<file path="src/rtl/riscv_pkg.sv">
// Shared RV32 definitions: ALU opcode encodings, the arbiter FSM state type
// and the default datapath width.
package riscv_pkg;

   localparam int XLEN_DEF = 32;

   localparam logic [4:0] ALU_ADD   = 5'd0;
   localparam logic [4:0] ALU_SUB   = 5'd1;
   localparam logic [4:0] ALU_SLL   = 5'd2;
   localparam logic [4:0] ALU_SLT   = 5'd3;
   localparam logic [4:0] ALU_SLTU  = 5'd4;
   localparam logic [4:0] ALU_XOR   = 5'd5;
   localparam logic [4:0] ALU_SRL   = 5'd6;
   localparam logic [4:0] ALU_SRA   = 5'd7;
   localparam logic [4:0] ALU_OR    = 5'd8;
   localparam logic [4:0] ALU_AND   = 5'd9;
   localparam logic [4:0] ALU_LUI   = 5'd10;
   localparam logic [4:0] ALU_AUIPC = 5'd11;

   typedef enum logic {
      IDLE = 1'b0,
      RESP = 1'b1
   } alu_arb_state_t;

endpackage

</file>
<file path="src/rtl/rr_arbiter.sv">
// Combinational round-robin arbiter: grants the first requester found scanning
// upward from last+1, wrapping modulo N. Grant is one-hot or zero.
module rr_arbiter #(
   parameter int N = 2,
   localparam int LW = (N > 1) ? $clog2(N) : 1
) (
   input  logic [N-1:0]  req,
   input  logic [LW-1:0] last,
   output logic [N-1:0]  grant
);

   logic [N-1:0] mask;
   logic [N-1:0] req_masked;

   // Requesters strictly above the previous winner get first pick.
   for (genvar gi = 0; gi < N; gi++) begin : g_mask
      assign mask[gi] = (LW'(gi) > last);
   end

   assign req_masked = req & mask;

   // x & -x isolates the lowest set bit; fall back to the unmasked set on wrap.
   always_comb begin
      grant = '0;
      if (|req_masked) grant = req_masked & (-req_masked);
      else             grant = req & (-req);
   end

endmodule

</file>
<file path="src/rtl/alu_arbiter.sv">
// Shares one combinational ALU between NUM_REQ requesters with round-robin
// arbitration and a registered, valid/ready result returned to the winner.
module alu_arbiter
   import riscv_pkg::*;
#(
   parameter int NUM_REQ = 2,
   parameter int XLEN    = XLEN_DEF
) (
   input  logic                    clk,
   input  logic                    rst_n,
   input  logic [NUM_REQ-1:0]      req_valid,
   output logic [NUM_REQ-1:0]      req_ready,
   input  logic [NUM_REQ*XLEN-1:0] req_pc,
   input  logic [NUM_REQ*XLEN-1:0] req_imm,
   input  logic [NUM_REQ*XLEN-1:0] req_rs1_val,
   input  logic [NUM_REQ*XLEN-1:0] req_rs2_val,
   input  logic [NUM_REQ*5-1:0]    req_alu_control,
   output logic [NUM_REQ-1:0]      rsp_valid,
   input  logic [NUM_REQ-1:0]      rsp_ready,
   output logic                    rsp_rd_write_control,
   output logic [XLEN-1:0]         rsp_rd_write_val,
   output logic [XLEN-1:0]         alu_pc,
   output logic [XLEN-1:0]         alu_imm,
   output logic [XLEN-1:0]         alu_rs1_val,
   output logic [XLEN-1:0]         alu_rs2_val,
   output logic [4:0]              alu_control,
   input  logic                    alu_rd_write_control,
   input  logic [XLEN-1:0]         alu_rd_write_val
);

   localparam int LW = (NUM_REQ > 1) ? $clog2(NUM_REQ) : 1;

   alu_arb_state_t     state_reg;
   logic [LW-1:0]      own_reg;
   logic [LW-1:0]      last_grant_reg;
   logic [NUM_REQ-1:0] grant;
   logic [LW-1:0]      grant_idx;
   logic               can_accept;
   logic               accept;

   rr_arbiter #(.N(NUM_REQ)) u_rr_arbiter (
      .req   (req_valid),
      .last  (last_grant_reg),
      .grant (grant)
   );

   // The owner draining its result in the same cycle frees the slot for a new op.
   assign can_accept = (state_reg == IDLE) | ((state_reg == RESP) & rsp_ready[own_reg]);
   assign req_ready  = grant & {NUM_REQ{can_accept & (|req_valid)}};
   assign accept     = |req_ready;

   always_comb begin
      grant_idx = '0;
      for (int i = 0; i < NUM_REQ; i++) begin
         if (grant[i]) grant_idx = LW'(i);
      end
   end

   // req_ready is zero without an accept, so the ALU drive collapses to 0.
   always_comb begin
      alu_pc      = '0;
      alu_imm     = '0;
      alu_rs1_val = '0;
      alu_rs2_val = '0;
      alu_control = '0;
      for (int i = 0; i < NUM_REQ; i++) begin
         if (req_ready[i]) begin
            alu_pc      = req_pc[i*XLEN +: XLEN];
            alu_imm     = req_imm[i*XLEN +: XLEN];
            alu_rs1_val = req_rs1_val[i*XLEN +: XLEN];
            alu_rs2_val = req_rs2_val[i*XLEN +: XLEN];
            alu_control = req_alu_control[i*5 +: 5];
         end
      end
   end

   always_ff @(posedge clk or negedge rst_n) begin
      if (!rst_n) begin
         state_reg            <= IDLE;
         own_reg              <= '0;
         last_grant_reg       <= LW'(NUM_REQ - 1);
         rsp_valid            <= '0;
         rsp_rd_write_control <= 1'b0;
         rsp_rd_write_val     <= '0;
      end else begin
         case (state_reg)
            IDLE: begin
               if (accept) begin
                  state_reg            <= RESP;
                  own_reg              <= grant_idx;
                  last_grant_reg       <= grant_idx;
                  rsp_valid            <= req_ready;
                  rsp_rd_write_control <= alu_rd_write_control;
                  rsp_rd_write_val     <= alu_rd_write_val;
               end
            end
            RESP: begin
               if (accept) begin
                  own_reg              <= grant_idx;
                  last_grant_reg       <= grant_idx;
                  rsp_valid            <= req_ready;
                  rsp_rd_write_control <= alu_rd_write_control;
                  rsp_rd_write_val     <= alu_rd_write_val;
               end else if (rsp_ready[own_reg]) begin
                  state_reg <= IDLE;
                  rsp_valid <= '0;
               end
            end
            default: state_reg <= IDLE;
         endcase
      end
   end

endmodule

</file>
<file path="config.mk">
export PLATFORM = sky130hd
export DESIGN_NAME = alu_arbiter
export DESIGN_NICKNAME = d
export VERILOG_FILES = /design/src/rtl/riscv_pkg.sv /design/src/rtl/rr_arbiter.sv /design/src/rtl/alu_arbiter.sv
export SDC_FILE = /design/constraint.sdc
export NUM_CORES = 1
export LEC_CHECK = 0
export ABC_AREA = 1
export CELL_PAD_IN_SITES_DETAIL_PLACEMENT = 0
export CELL_PAD_IN_SITES_GLOBAL_PLACEMENT = 2
export CORE_ASPECT_RATIO = 1.75
export CORE_MARGIN = 2
export CORE_UTILIZATION = 10
export CTS_BUF_LIST = sky130_fd_sc_hd__clkbuf_4
export DETAILED_ROUTE_END_ITERATION = 10
export HOLD_SLACK_MARGIN = 0.15
export PLACE_DENSITY_LB_ADDON = 0.2
export SYNTH_ARGS = -nofsm -noshare
export SYNTH_HDL_FRONTEND = slang
export SYNTH_HIERARCHICAL = 1
export SYNTH_SLANG_ARGS = --single-unit
</file>
<file path="constraint.sdc">
create_clock -name clk -period 2 [get_ports clk]
set_clock_uncertainty 0.1 [all_clocks]
set_input_delay 0.5 -clock clk [delete_from_list [all_inputs] [get_ports clk]]
set_output_delay 0.5 -clock clk [all_outputs]
set_load 0.02 [all_outputs]
</file>
* Yosys cells after proc, flatten, opt, wreduce, memory -nomap -nowiden
Cells that the tools add are included.
** Cells by class
- Multiplexer cells :: 25
- Shift-type cells :: 0
- Bitwise gates (word level) :: 8
- $mul :: 0
- Reductions and logical operators :: 4
- $add $sub $neg :: 2
- Magnitude comparators :: 3
- Div/mod/pow operators :: 0
- Equal/unequal tests :: 2
** Operators by type and width (number)
- $mux W32 :: 9
- $mux W5 :: 2
- $and A2 B2 Y2 :: 4
- $mux W1 :: 8
- $mux W2 :: 4
- $reduce_or A2 Y1 :: 3
- $neg A2 Y2 :: 2
- $pmux W2 S2 :: 1
- $ne A3 B1 Y1 const B :: 1
- $and A1 B1 Y1 :: 2
- $gt A1 B1 Y1 const A :: 2
- $lt A1 B2 Y1 const B :: 1
- $ne A2 B2 Y1 const B :: 1
- $pmux W1 S2 :: 1
- $reduce_and A2 Y1 :: 1
- $not A1 Y1 :: 1
- $or A1 B1 Y1 :: 1
** Word-level totals
- RAM bits :: 0
- Bits in latches :: 0
- Bits in registers :: 38
- Input port bits :: 305
- Word-level logic and storage cells :: 50
- Output and inout bits :: 170
- Memory bits (read-only) :: 0
- Memories kept :: 0

* Longest topological paths before layout
- Depth in word-level cells :: 9
- Gate-level depth with buffers :: 9
- Gate-level depth less buffers :: 8

* By module
The synthesis kept the hierarchy.
** By module, submodules not included
- alu_arbiter :: times used 1, sequential area each 952.2 um2, cells each 607, area an instance 3428.3 um2
- rr_arbiter :: times used 1, sequential area each 0.0 um2, cells each 5, area an instance 20.0 um2

* Least setup slack after synthesis
Ideal clock, no wire load.
- Path type :: input port to output port
- From :: in req_valid[1]
- To :: out alu_rs1_val[13]
- Cell stages on the path :: 8
- Slack :: -0.305 ns
- Arrival :: 1.705 ns
- Required time :: 1.400 ns
- Path through :: inv_1 -> a21oi_1 -> nand3_4 -> inv_4 -> buf_6 -> buf_6 -> nand2_1 -> o21ai_0
** On the way
- Word-level cells in the longest chain between the ends :: 6
** Ends and longest elaborated chain
- start: declaration :: line alu_arbiter.sv:11 : input logic [NUM_REQ-1:0] req_valid,
- $and A2 B2 Y2 :: line rr_arbiter.sv:20 : assign req_masked = req & mask;
- $neg A2 Y2 :: line rr_arbiter.sv:25 : if (|req_masked) grant = req_masked & (-req_masked);
- $and A2 B2 Y2 :: line rr_arbiter.sv:25
- $mux W2 (*) :: line rr_arbiter.sv:25
- net grant[1] :: line alu_arbiter.sv:36 : logic [NUM_REQ-1:0] grant;
- $and A2 B2 Y2 (*) :: line alu_arbiter.sv:49 : assign req_ready = grant & {NUM_REQ{can_accept & (|req_valid)}};
- $mux W32 (*) :: line alu_arbiter.sv:67 : if (req_ready[i]) begin
- end: declaration :: line alu_arbiter.sv:24 : output logic [XLEN-1:0] alu_rs1_val,
Mark *: on every way through the listed nets, which the timed path passes. The rest lies on a longest branch.

* Worst setup path after layout
- From :: reg last_grant_reg
- To :: out alu_rs1_val[22]
** On the way
- Word-level cells in the longest chain between the ends :: 8
** Ends and longest elaborated chain
- start: declaration :: line alu_arbiter.sv:35 : logic [LW-1:0] last_grant_reg;
- start signal: assignment :: line alu_arbiter.sv:81 : last_grant_reg <= LW'(NUM_REQ - 1);
- start signal: assignment :: line alu_arbiter.sv:91 : last_grant_reg <= grant_idx;
- start signal: assignment :: line alu_arbiter.sv:100 : last_grant_reg <= grant_idx;
- $gt A1 B1 Y1 :: line rr_arbiter.sv:17 : assign mask[gi] = (LW'(gi) > last);
- $and A2 B2 Y2 (*) :: line rr_arbiter.sv:20
- $neg A2 Y2 :: line rr_arbiter.sv:25
- $and A2 B2 Y2 :: line rr_arbiter.sv:25
- $mux W2 (*) :: line rr_arbiter.sv:25
- net grant[0] :: line alu_arbiter.sv:36
- $and A2 B2 Y2 (*) :: line alu_arbiter.sv:49
- $mux W32 (*) (2 in a row) :: line alu_arbiter.sv:67
Marked as above.

==> run metrics <==
Synth Area per Inst 5.63 um2; Biggest register rsp_rd_write_val; yosys warns 6; Yosys cell types 16; # setup viols final 135; Detail Placement HPWL 22600 um; Final Max Slew Viols 0; Post-Syn Area ~3400 um2; worst min path class reg2reg; pwr dens 964 nW/um2; GRT busiest layer met2; Worst setup startpoint last_grant_reg; CTS tree done; Post-Synth XOR/XNOR Area 0%; most frequent cells in the layout nand2_1, clkdlybuf4s50_1, buf_6, o21ai_4, o21ai_2; largest family of logic cells by synthesized area simple AND/OR/NAND/NOR gates; Reg area 952 um2; mux cell area share after synthesis 0%; min Tclk post-route roughly 2.5 ns; Crit Path Class reg2out; Post-route DRC 0; Via density 3.79; # H-tree levels 2; CP max FO 9; Die Height roughly 250 um; Pleak 5.17 nW; starting density of the core 10.1%; WP data required between 1 and 1.5 ns; gr usage total 14.8%; VDD IR max 483 uV; Synth area leader nand2_1; Placement Setup Slack -1.25 ns; via count 6015; Clock Tree Buf Depth 2; Pre-antenna DRT Iters 5; top post-synthesis cells by area nand2_1, dfrtp_1, o21ai_0; area growth from synthesis to layout 229%; Synth top area share 41.3%; post-route ant nets 0; period utilization 127%; first-pass GRT wire length 39300 um; Initial DRC Count 113; Max-Cap Viols 0; Nets 1429; core area 34200 um2; GRT overflow 0; root buffer cell clkbuf_4; Critical Path Source Type flop; Syn Nets 917; Post-Synth Adder-Cell Area 0%; Wirelength per Cell 18.8 um; Hold WS 0.387 ns; multi-input logic area 3300 um2; GR Layer Usage met1 between 10% and 20%; Slew Limit Headroom 70.0%; routability cong. 0.828; die area 36000 um2; clock latency on the worst-skew pair 0.36 ns; beginning of the worst hold path rsp_valid[0]; worst-margin pin slew 0.450 ns; PnR worst setup slack -0.532 ns; Hold Fails Final Rpt 0; met3 usage in global routing approximately 2.6%; Num Clock Sinks 38; Synth Area in Simple Gates 43.0%; most common cell after layout, fill and taps aside nand2_1; RSZ-0062 raised after global routing true; dominant synthesized flop cell dfrtp_1; crit path DAT 1.93 ns; complex-gate fraction of the synthesized area 20.2%; Syn Inst Count 612; CTS Buf Count 5; vias in the first global route 6057; layout cells sized above 1 33.2%; FILL cells 3715; Final Cell Area between 10000 and 15000 um2; status finished with violations; Async S/R FF share, synth 100%; Routed Wire Length 29800 um; dpl cell area just under 10000 um2; EDFF count, synth 0; Largest register FFs 32; Clk pin slew, worst setup/hold paths 0.12 ns; RR Startpoint last_grant_reg; die width 144 um; Largest regs rsp_rd_write_val x32, rsp_valid x2; Seq/Total Area, Yosys between 20% and 30%; initial antenna violation count 4; CP endpoint kind primary output; I/O Pins 475; failing checks setup timing; Yosys reg bits 38; TNS Setup -64.96 ns; met2 Use GR 30.1%; Core Rows 90; Max Clk Rate 0.395 GHz; largest net degree at the start of global routing 34; port bufs 474; fin util 33.2%
cell type report:
| cell class | instances | share of cell area, % |
|---|---|---|
| Sequential cell | 38 | 8.39 |
| Timing Repair inverter | 1 | 0.265 |
| Clock buffer | 5 | 0.331 |
| Clock inverter | 3 | 0.143 |
| Tap cell | 460 | 5.07 |
| Inverter | 7 | 0.551 |
| Timing Repair Buffer | 552 | 56.1 |
| Multi-Input combinational cell | 519 | 29.0 |
| Antenna cell | 3 | 0.0661 |
routing by layer:
| layer | share of wire (%) | vias up | wire, um |
|---|---|---|---|
| met1 | 34 | 2725 | 10200 |
| met5 | 0.024 | - | 7 |
| met3 | 6.7 | 30 | 2000 |
| met4 | 2.0 | 2 | 596 |
| li1 | - | 2982 | - |
| met2 | 57 | 276 | 17000 |
where the power goes:
group          total, mW  internal, mW  leakage (nW)  switching, mW
sequential          1.36          1.15         0.464          0.214
clock              0.410         0.131        0.0286          0.279
combinational       9.17          4.49          4.68           4.69
synthesized netlist by cell type, types with 2 or more instances:
master    number
clkbuf_1      17
dfrtp_1       37
buf_2         19
inv_1          4
buf_4          2
buf_6         10
nand2_1      379
o21ai_1       47
o21ai_0       87
nand3_4        3
inv_2          2
through the flow:
stage	total power, mW	instances
4_1_cts	10.3	1569
2_1_floorplan	5.08	612
6_report	10.9	1588
3_3_place_gp	9.22	1542
3_5_place_dp	9.20	1542
5_1_grt	11.6	1588
timing repair:
item / CTS / global route
gates cloned: 8 / 13
gates resized for setup: 787 / 181
setup buffers: 10 / 4
setup endpoints to repair: 154 / 169
hold buffers: 1 / 0
pin swaps: 33 / 15
hold endpoints to repair: 16 / 0
critical path, stage by stage, from the launching register on:
cell,delay [ns]
dfstp_2,0.60
nand2_2,0.06
nand2_2,0.09
nand3_4,0.14
buf_12,0.20
clkbuf_16,0.19
o21ai_4,0.15
buf_6,0.13
final timing paths:
check / to / slack (ns) / cells after the start
max: alu_rs1_val[22] / -0.53 / 7
min: rsp_valid[0] / 0.39 / 2
max reg2reg: rsp_rd_write_val[30] / 0.17 / 8
min reg2reg: rsp_valid[0] / 0.39 / 2
max in group asynchronous: last_grant_reg / 0.75 / 3
min in group asynchronous: rsp_rd_write_val[4] / 0.50 / 2
cell families after synthesis:
group,count (synthesis)
AOI/OAI and AO/OA,136
buffers and inverters,55
DFF,38
and+or+nand+nor,383
Note: power is estimated with default switching activity, not from simulation.
